==> src/rtl/pia_bridge.sv <==
// Apple-1 PIA register view (KBD/KBDCR/DSP/DSPCR) bridging CPU accesses to an
// inbound keyboard FIFO and an outbound valid/ready display stream.
module pia_bridge #(
    parameter int FIFO_DEPTH = 4,
    parameter bit UPCASE     = 1'b1
) (
    input  logic       clk,
    input  logic       reset,
    input  logic       enable,
    input  logic [1:0] address,
    input  logic       w_en,
    input  logic [7:0] din,
    output logic [7:0] dout,
    input  logic [7:0] rx_data,
    input  logic       rx_valid,
    output logic       rx_ready,
    output logic [7:0] tx_data,
    output logic       tx_valid,
    input  logic       tx_ready,
    output logic       dsp_overrun
);

    localparam int              AW       = $clog2(FIFO_DEPTH);
    localparam logic [AW-1:0]   PTR_ONE  = AW'(1);
    localparam logic [AW:0]     CNT_ONE  = (AW + 1)'(1);
    localparam logic [AW:0]     CNT_FULL = (AW + 1)'(FIFO_DEPTH);

    logic [6:0]    mem_r [FIFO_DEPTH];
    logic [AW-1:0] wr_ptr_r;
    logic [AW-1:0] rd_ptr_r;
    logic [AW:0]   count_r;
    logic [6:0]    last_key_r;
    logic [6:0]    kbd_ctrl_r;
    logic [7:0]    dsp_ctrl_r;

    logic empty_s;
    logic full_s;
    logic push_s;
    logic pop_s;
    logic kbdcr_wr_s;
    logic dsp_wr_s;
    logic dspcr_wr_s;
    logic retire_s;
    logic [6:0] head_s;

    // Keyboard byte normalisation applied on the way into the FIFO.
    function automatic logic [6:0] map_key(input logic [7:0] b);
        logic [6:0] k;
        if (UPCASE && (b >= 8'h61) && (b <= 8'h7A)) begin
            k = b[6:0] - 7'h20;
        end else if (UPCASE && (b == 8'h0A)) begin
            k = 7'h0D;
        end else begin
            k = b[6:0];
        end
        return k;
    endfunction

    assign empty_s    = (count_r == '0);
    assign full_s     = (count_r == CNT_FULL);
    assign rx_ready   = ~full_s;
    assign push_s     = rx_valid & ~full_s;
    assign pop_s      = enable & ~w_en & (address == 2'd0) & ~empty_s;
    assign kbdcr_wr_s = enable & w_en & (address == 2'd1);
    assign dsp_wr_s   = enable & w_en & (address == 2'd2);
    assign dspcr_wr_s = enable & w_en & (address == 2'd3);
    assign retire_s   = tx_valid & tx_ready;
    assign head_s     = empty_s ? last_key_r : mem_r[rd_ptr_r];

    // Register read mux; KBD falls back to the last popped key when empty.
    always_comb begin
        dout = 8'h00;
        case (address)
            2'd0:    dout = {1'b1, head_s};
            2'd1:    dout = {~empty_s, kbd_ctrl_r};
            2'd2:    dout = {tx_valid, 7'b0000000};
            2'd3:    dout = dsp_ctrl_r;
            default: dout = 8'h00;
        endcase
    end

    // Keyboard FIFO storage, pointers and occupancy.
    always_ff @(posedge clk or posedge reset) begin
        if (reset) begin
            for (int i = 0; i < FIFO_DEPTH; i++) begin
                mem_r[i] <= 7'h00;
            end
            wr_ptr_r   <= '0;
            rd_ptr_r   <= '0;
            count_r    <= '0;
            last_key_r <= 7'h00;
        end else begin
            if (push_s) begin
                mem_r[wr_ptr_r] <= map_key(rx_data);
                wr_ptr_r        <= wr_ptr_r + PTR_ONE;
            end
            if (pop_s) begin
                last_key_r <= mem_r[rd_ptr_r];
                rd_ptr_r   <= rd_ptr_r + PTR_ONE;
            end
            case ({push_s, pop_s})
                2'b10:   count_r <= count_r + CNT_ONE;
                2'b01:   count_r <= count_r - CNT_ONE;
                default: count_r <= count_r;
            endcase
        end
    end

    // Control registers and the sticky overrun flag.
    always_ff @(posedge clk or posedge reset) begin
        if (reset) begin
            kbd_ctrl_r  <= 7'h00;
            dsp_ctrl_r  <= 8'h00;
            dsp_overrun <= 1'b0;
        end else begin
            if (kbdcr_wr_s) begin
                kbd_ctrl_r <= din[6:0];
            end
            if (dspcr_wr_s) begin
                dsp_ctrl_r  <= din;
                dsp_overrun <= 1'b0;
            end else if (dsp_wr_s && tx_valid && !tx_ready) begin
                dsp_overrun <= 1'b1;
            end
        end
    end

    // Display holding register; a write may replace a byte retiring this cycle.
    always_ff @(posedge clk or posedge reset) begin
        if (reset) begin
            tx_data  <= 8'h00;
            tx_valid <= 1'b0;
        end else if (dsp_wr_s && (!tx_valid || tx_ready)) begin
            tx_data  <= {1'b0, din[6:0]};
            tx_valid <= 1'b1;
        end else if (retire_s) begin
            tx_valid <= 1'b0;
        end
    end

endmodule

==> config.mk <==
export PLATFORM = sky130hd
export DESIGN_NAME = pia_bridge
export DESIGN_NICKNAME = d
export VERILOG_FILES = /design/src/rtl/pia_bridge.sv
export SDC_FILE = /design/constraint.sdc
export NUM_CORES = 1
export LEC_CHECK = 0
export ABC_AREA = 1
export CORE_ASPECT_RATIO = 0.8
export CORE_MARGIN = 1.5
export CORE_UTILIZATION = 30
export CTS_CLUSTER_DIAMETER = 60
export DETAILED_ROUTE_END_ITERATION = 7
export PLACE_DENSITY = 0.51
export SETUP_SLACK_MARGIN = 0.2
export SLEW_MARGIN = 20
export SYNTH_ARGS = -nofsm -noshare
export SYNTH_HDL_FRONTEND = slang
export SYNTH_SLANG_ARGS = --single-unit
==> constraint.sdc <==
create_clock -name clk -period 4.6 [get_ports clk]
set_input_delay 0.92 -clock clk [delete_from_list [all_inputs] [get_ports clk]]
set_output_delay 0.92 -clock clk [all_outputs]
set_load 0.01 [all_outputs]
-- After elaboration in Yosys (flattened, before gate mapping)
Index checks and enable logic that the tools add are counted.
- add/sub/neg operators: 5
- $lt $le $gt $ge: 5
- equality and inequality tests: 7
- mux-type cells: 16
- bitwise gates (word level): 14
- reductions and logical operators: 13
- operators with widths (operator ; number):
    two-way mux 7 bit ; 7
    case mux 8 bit (4 select lines) ; 1
    bitwise mux 28 bit ; 1
    binary-select mux 7 bit (select 2 bit) ; 1
    demux 7 bit (select 2 bit) ; 1
    AND 1 bit ; 9
    equality test 8 x 4 -> 1 bit, second input constant ; 1
    >= comparator 8 x 7 -> 1 bit, second input constant ; 1
    <= comparator 8 x 7 -> 1 bit, second input constant ; 1
    subtractor 7 x 6 -> 7 bit, second input constant ; 1
    equality test 2 bit, second input constant ; 3
    >= comparator 3 bit, second input constant ; 2
    NOT 2 -> 3 bit ; 2
    case mux 3 bit (2 select lines) ; 1
    nonzero test 2 bit ; 3
    logical AND 1 bit ; 5
    adder 2 x 1 -> 2 bit, second input constant ; 2
    equality test 2 x 1 -> 1 bit, second input constant ; 2
    two-way mux 1 bit ; 4
    adder 3 x 1 -> 3 bit, second input constant ; 1
    equality test 3 bit, second input constant ; 1
    logical NOT 3 bit ; 1
    less-than comparator 3 x 1 -> 1 bit, second input constant ; 1
    NOT 1 bit ; 3
    other kinds (4) ; 5
- register bits: 66
- output and inout bits: 19
- logic and storage cells: 73

-- Logic depth before layout (Yosys ltp)
- depth after elaboration: 6
- gate-level depth with buffers: 9
- mapped depth without buffers: 9

-- Least setup slack after synthesis
OpenSTA, ideal clock, no wires.
- kind: input to register
- start: input port address[0]
- end: register count_r[2]
- library setup time: 0.131 ns
- data arrival time: 2.293 ns
- required time: 4.469 ns
- setup slack: 2.177 ns
- cell stages on the path: 9
- buffers on the path: 0
- path through: nor2_4 > nand3_1 > a21oi_1 > ha_1 > inv_1 > fa_1 > a21oi_1 > o21ai_0 > xor2_1
- cells in the longest elaborated chain, start to end: 5
- elaborated cells between the ends (all ways): 7
- RTL lines (element ; RTL line ; text):
    start, declared ; 10 ; input logic [1:0] address,
    logical NOT 2 bit (*) ; 63 ; assign pop_s = enable & ~w_en & (address == 2'd0) & ~empty_s;
    AND 1 bit (*) (2 in series) ; 63 ;
    net pop_s ; 39 ; logic pop_s;
    equality test 2 x 1 -> 1 bit or equality test 2 bit (tied branches) ; 101 ; case ({push_s, pop_s})
    case mux 3 bit (2 select lines) or nonzero test 2 bit (tied branches) ; -- ;
    end signal, assigned ; 102 ; 2'b10: count_r <= count_r + CNT_ONE;
    end signal, assigned ; 103 ; 2'b01: count_r <= count_r - CNT_ONE;
    end signal, assigned ; 104 ; default: count_r <= count_r;
    end, declared ; 31 ; logic [AW:0] count_r;
The timed path passes the listed nets; every way through them passes the cells marked *.
A chain may end at the register's enable or synchronous reset.

-- Final worst setup path
- start: input port address[1]
- end: output port dout[4]
- cells in the longest elaborated chain, start to end: 2
- elaborated cells between the ends (all ways): 5
- RTL lines (element ; RTL line ; text):
    equality test 2 bit (tied with other cells) ; 73 ; case (address)
    case mux 8 bit (4 select lines) (*) ; 73 ;
    end, declared ; 13 ; output logic [7:0] dout,
Every way passes the cells marked *; elsewhere a longest branch is shown, timed or not.

==> results.yml <==
status:
  status: "finished clean"
route:
  vias: 2693
  drt-initial-drc-count: 179
  ant_nets: 0
  totalWireLength_mm: 7.58
  drc: 0
  wire_per_inst_um: 12.6
  avgViaCountPerCell: 4.48
  drt_pass1_iterations: 5
synthesis:
  syn_area_per_cell_sq_um: 8.09
  ys_warn_count: 0
  synth_area_leaders: "dfrtp_1 (50%), nand2_1 (18%), nand3_1 (4.8%), inv_1 (4.1%), o21ai_2 (3.7%)"
  synthMuxAreaShare: 0.00340
  synth_top_family_by_area: "simple AND/OR/NAND/NOR gates"
  synth-edff-count: 0
  synth_seq_cells: 66
  synth_top_area_frac: 0.499
  synth_nets: 439
  yosys.area_share.simple: 0.301
  synth-main-ff-cell: "dfrtp_1"
  synth.distinct_cells: 29
  synth.most_common_cell: "nand2_1"
  synthTopCellsByCount: "nand2_1 (158), dfrtp_1 (66), inv_1 (36)"
  ys_seq_area_frac: 0.499
  synth_compound_area_frac: 0.0930
  synth-xor-area-share: 0.00794
  syn_area_sq_um: 3310
  async_flop_share: 1.00
  yosys.area_share.adder: 0.0249
  synth_top_area_cell: "dfrtp_1"
  netlist_instances: 409
cts:
  clk-insertion-delay-late_ps: 330
  hold_buffers: 0
  postCtsSetupBuffers: 0
  cts_buffers: 9
  clk_pin_slew_ps: 50
  clock_path_buffers: 2
  cts_resized: 0
  clockRootBuffer: "clkbuf_16"
  cts.sinks: 66
  h-tree-depth: 3
  tritoncts: "done"
sta:
  slew_violations: 0
  timing.setup.tns_ps: 0
  period_minus_slack_ps: 3590
  finalSetupViolations: 0
  tightest_slew_ps: 939
  fmax_mhz: 278
  min_period_over_period: 0.781
  relSlewSlack: 0.373
  rsz0062_at_grt: "no"
  finClkSkew_ps: 8.02
  hold_viol: 0
setup_path:
  rr_worst_depth: 9
  arrival_ps: 2670
  worstPathRequired_ps: 3680
  worstSetupPathType: "input port to primary output"
  start_kind: "input port"
  critPathMaxStageDelay_ps: 640
  critical_path.slowest_cell: "clkdlybuf4s50_1"
  path_max_fanout: 7
  end_kind: "primary output"
  cp_cell_sequence: "clkdlybuf4s50_1, nand2_1, inv_1, nand2_1, nand3_1, clkdlybuf4s50_1"
grt:
  overflow: 0
  antenna_found_initial: 0
  met1_usage: 0.212
  grt_usage: 0.145
  met2_usage: 0.205
  grt.busiest_layer: "met1"
  grt_pass1_vias: 2651
  grt_pass1_wl_mm: 13.3
  use_met3: 0.0442
  grt_max_degree: 45
pwr:
  p_leak_nw: 2.03
  ir_drop_uv: 242
  power.density_nw_per_um2: 586
finish:
  multi_input_area_sq_um: 1430
  fin_cells: 601
  syn2layout_area_growth_pct: 24.9
  nets: 482
  diodes: 0
  final-seq-area_sq_um: 1650
  fill_cells: 1118
  drive_gt1_frac: 0.114
floorplanning:
  die_w_um: 120
  ios: 43
  die_h_um: 97.0
  initial_utilization: 0.306
  rows: 34
  dieArea_sq_um: 11700
  core_area_sq_um: 10800
min_path:
  hold-path-cell-count: 2
  hold_class: "register to register"
placed_design:
  io_buffers: 41
  place.gp.congestion: 0.805
  dp.cells: 585
  dp_hpwl_mm: 5.53
flow_run:
  max-cap-violations: 0
critical path: cells and delay by family:
family	cells	cell delay [ps]
AND/OR/NAND/NOR	3	340
buffers and inverters	3	1410
final timing paths:
path                             from       endpoint  slack (ps)
hold / removal              mem_r[27]      mem_r[27]         470
hold reg to reg             mem_r[27]      mem_r[27]         470
max in group asynchronous       reset  dsp_ctrl_r[5]        2610
setup / recovery           address[1]        dout[4]        1010
setup reg to reg           count_r[0]     count_r[2]        2580
min in group asynchronous       reset      mem_r[26]        1130
report_power, final:
part           internal (mW)  switching [mW]
clock network          0.448           0.233
registers              0.794           0.150
logic                  0.320           0.477
total                   1.56           0.860
routing by layer:
metal,routed length (um),up-vias
met1,3910,1255
li1,-,1373
met3,372,11
met5,0,-
met4,100,0
met2,3200,54
metrics by stage:
| step | instance area [sq um] | util | setup WS (ps) | hold WS (ps) | total power [mW] |
|---|---|---|---|---|---|
| finish | 4140 | 0.383 | 1010 | 475 | 2.42 |
| global route | 4140 | 0.383 | 783 | 496 | 2.63 |
| CTS | 4140 | 0.383 | 1000 | 480 | 2.46 |
| detailed placement | 3840 | 0.355 | 1000 | 466 | 1.76 |
| global placement | 3840 | 0.355 | 1020 | 457 | 1.75 |
| floorplan | 3310 | - | 2030 | 442 | 1.48 |
registers in the layout, indices dropped and copies added, names as in the netlist, 2 cells and up:
| name | cells |
|---|---|
| mem_r | 28 |
| kbd_ctrl_r | 7 |
| dsp_ctrl_r | 8 |
| count_r | 3 |
| last_key_r | 7 |
| wr_ptr_r | 2 |
| tx_data | 7 |
| rd_ptr_r | 2 |
cells by family (layout without fill, tap and decap cells):
family	Yosys count	after routing
AOI/OAI and AO/OA	51	51
xor gates and xnor gates	3	3
adders and majority gates	6	6
buffers and inverters	52	100
DFF	66	66
muxes	1	1
other	1	1
and+or+nand+nor	229	229
cell usage in the layout, fill, tap and decap left out, drive strengths merged:
master         count
mux2               1
inv               42
nor3               2
fa                 1
nand4              2
clkinv             1
bufinv             1
nor2              29
clkbuf            14
clkdlybuf4s50     41
ha                 5
nand2            163
dfrtp             66
xor2               2
o21ai             39
conb               1
xnor2              1
a21oi             12
buf                1
nand3             33
layout make-up:
cell class	instances	share of cell area
Clock buffer	14	0.0638
Clock inverter	2	0.00847
Inverter	42	0.0381
Multi-Input combinational cell	291	0.346
Sequential cell	66	0.399
Tap cell	144	0.0436
Timing Repair Buffer	42	0.101
Power figures use the tool's default switching activity.
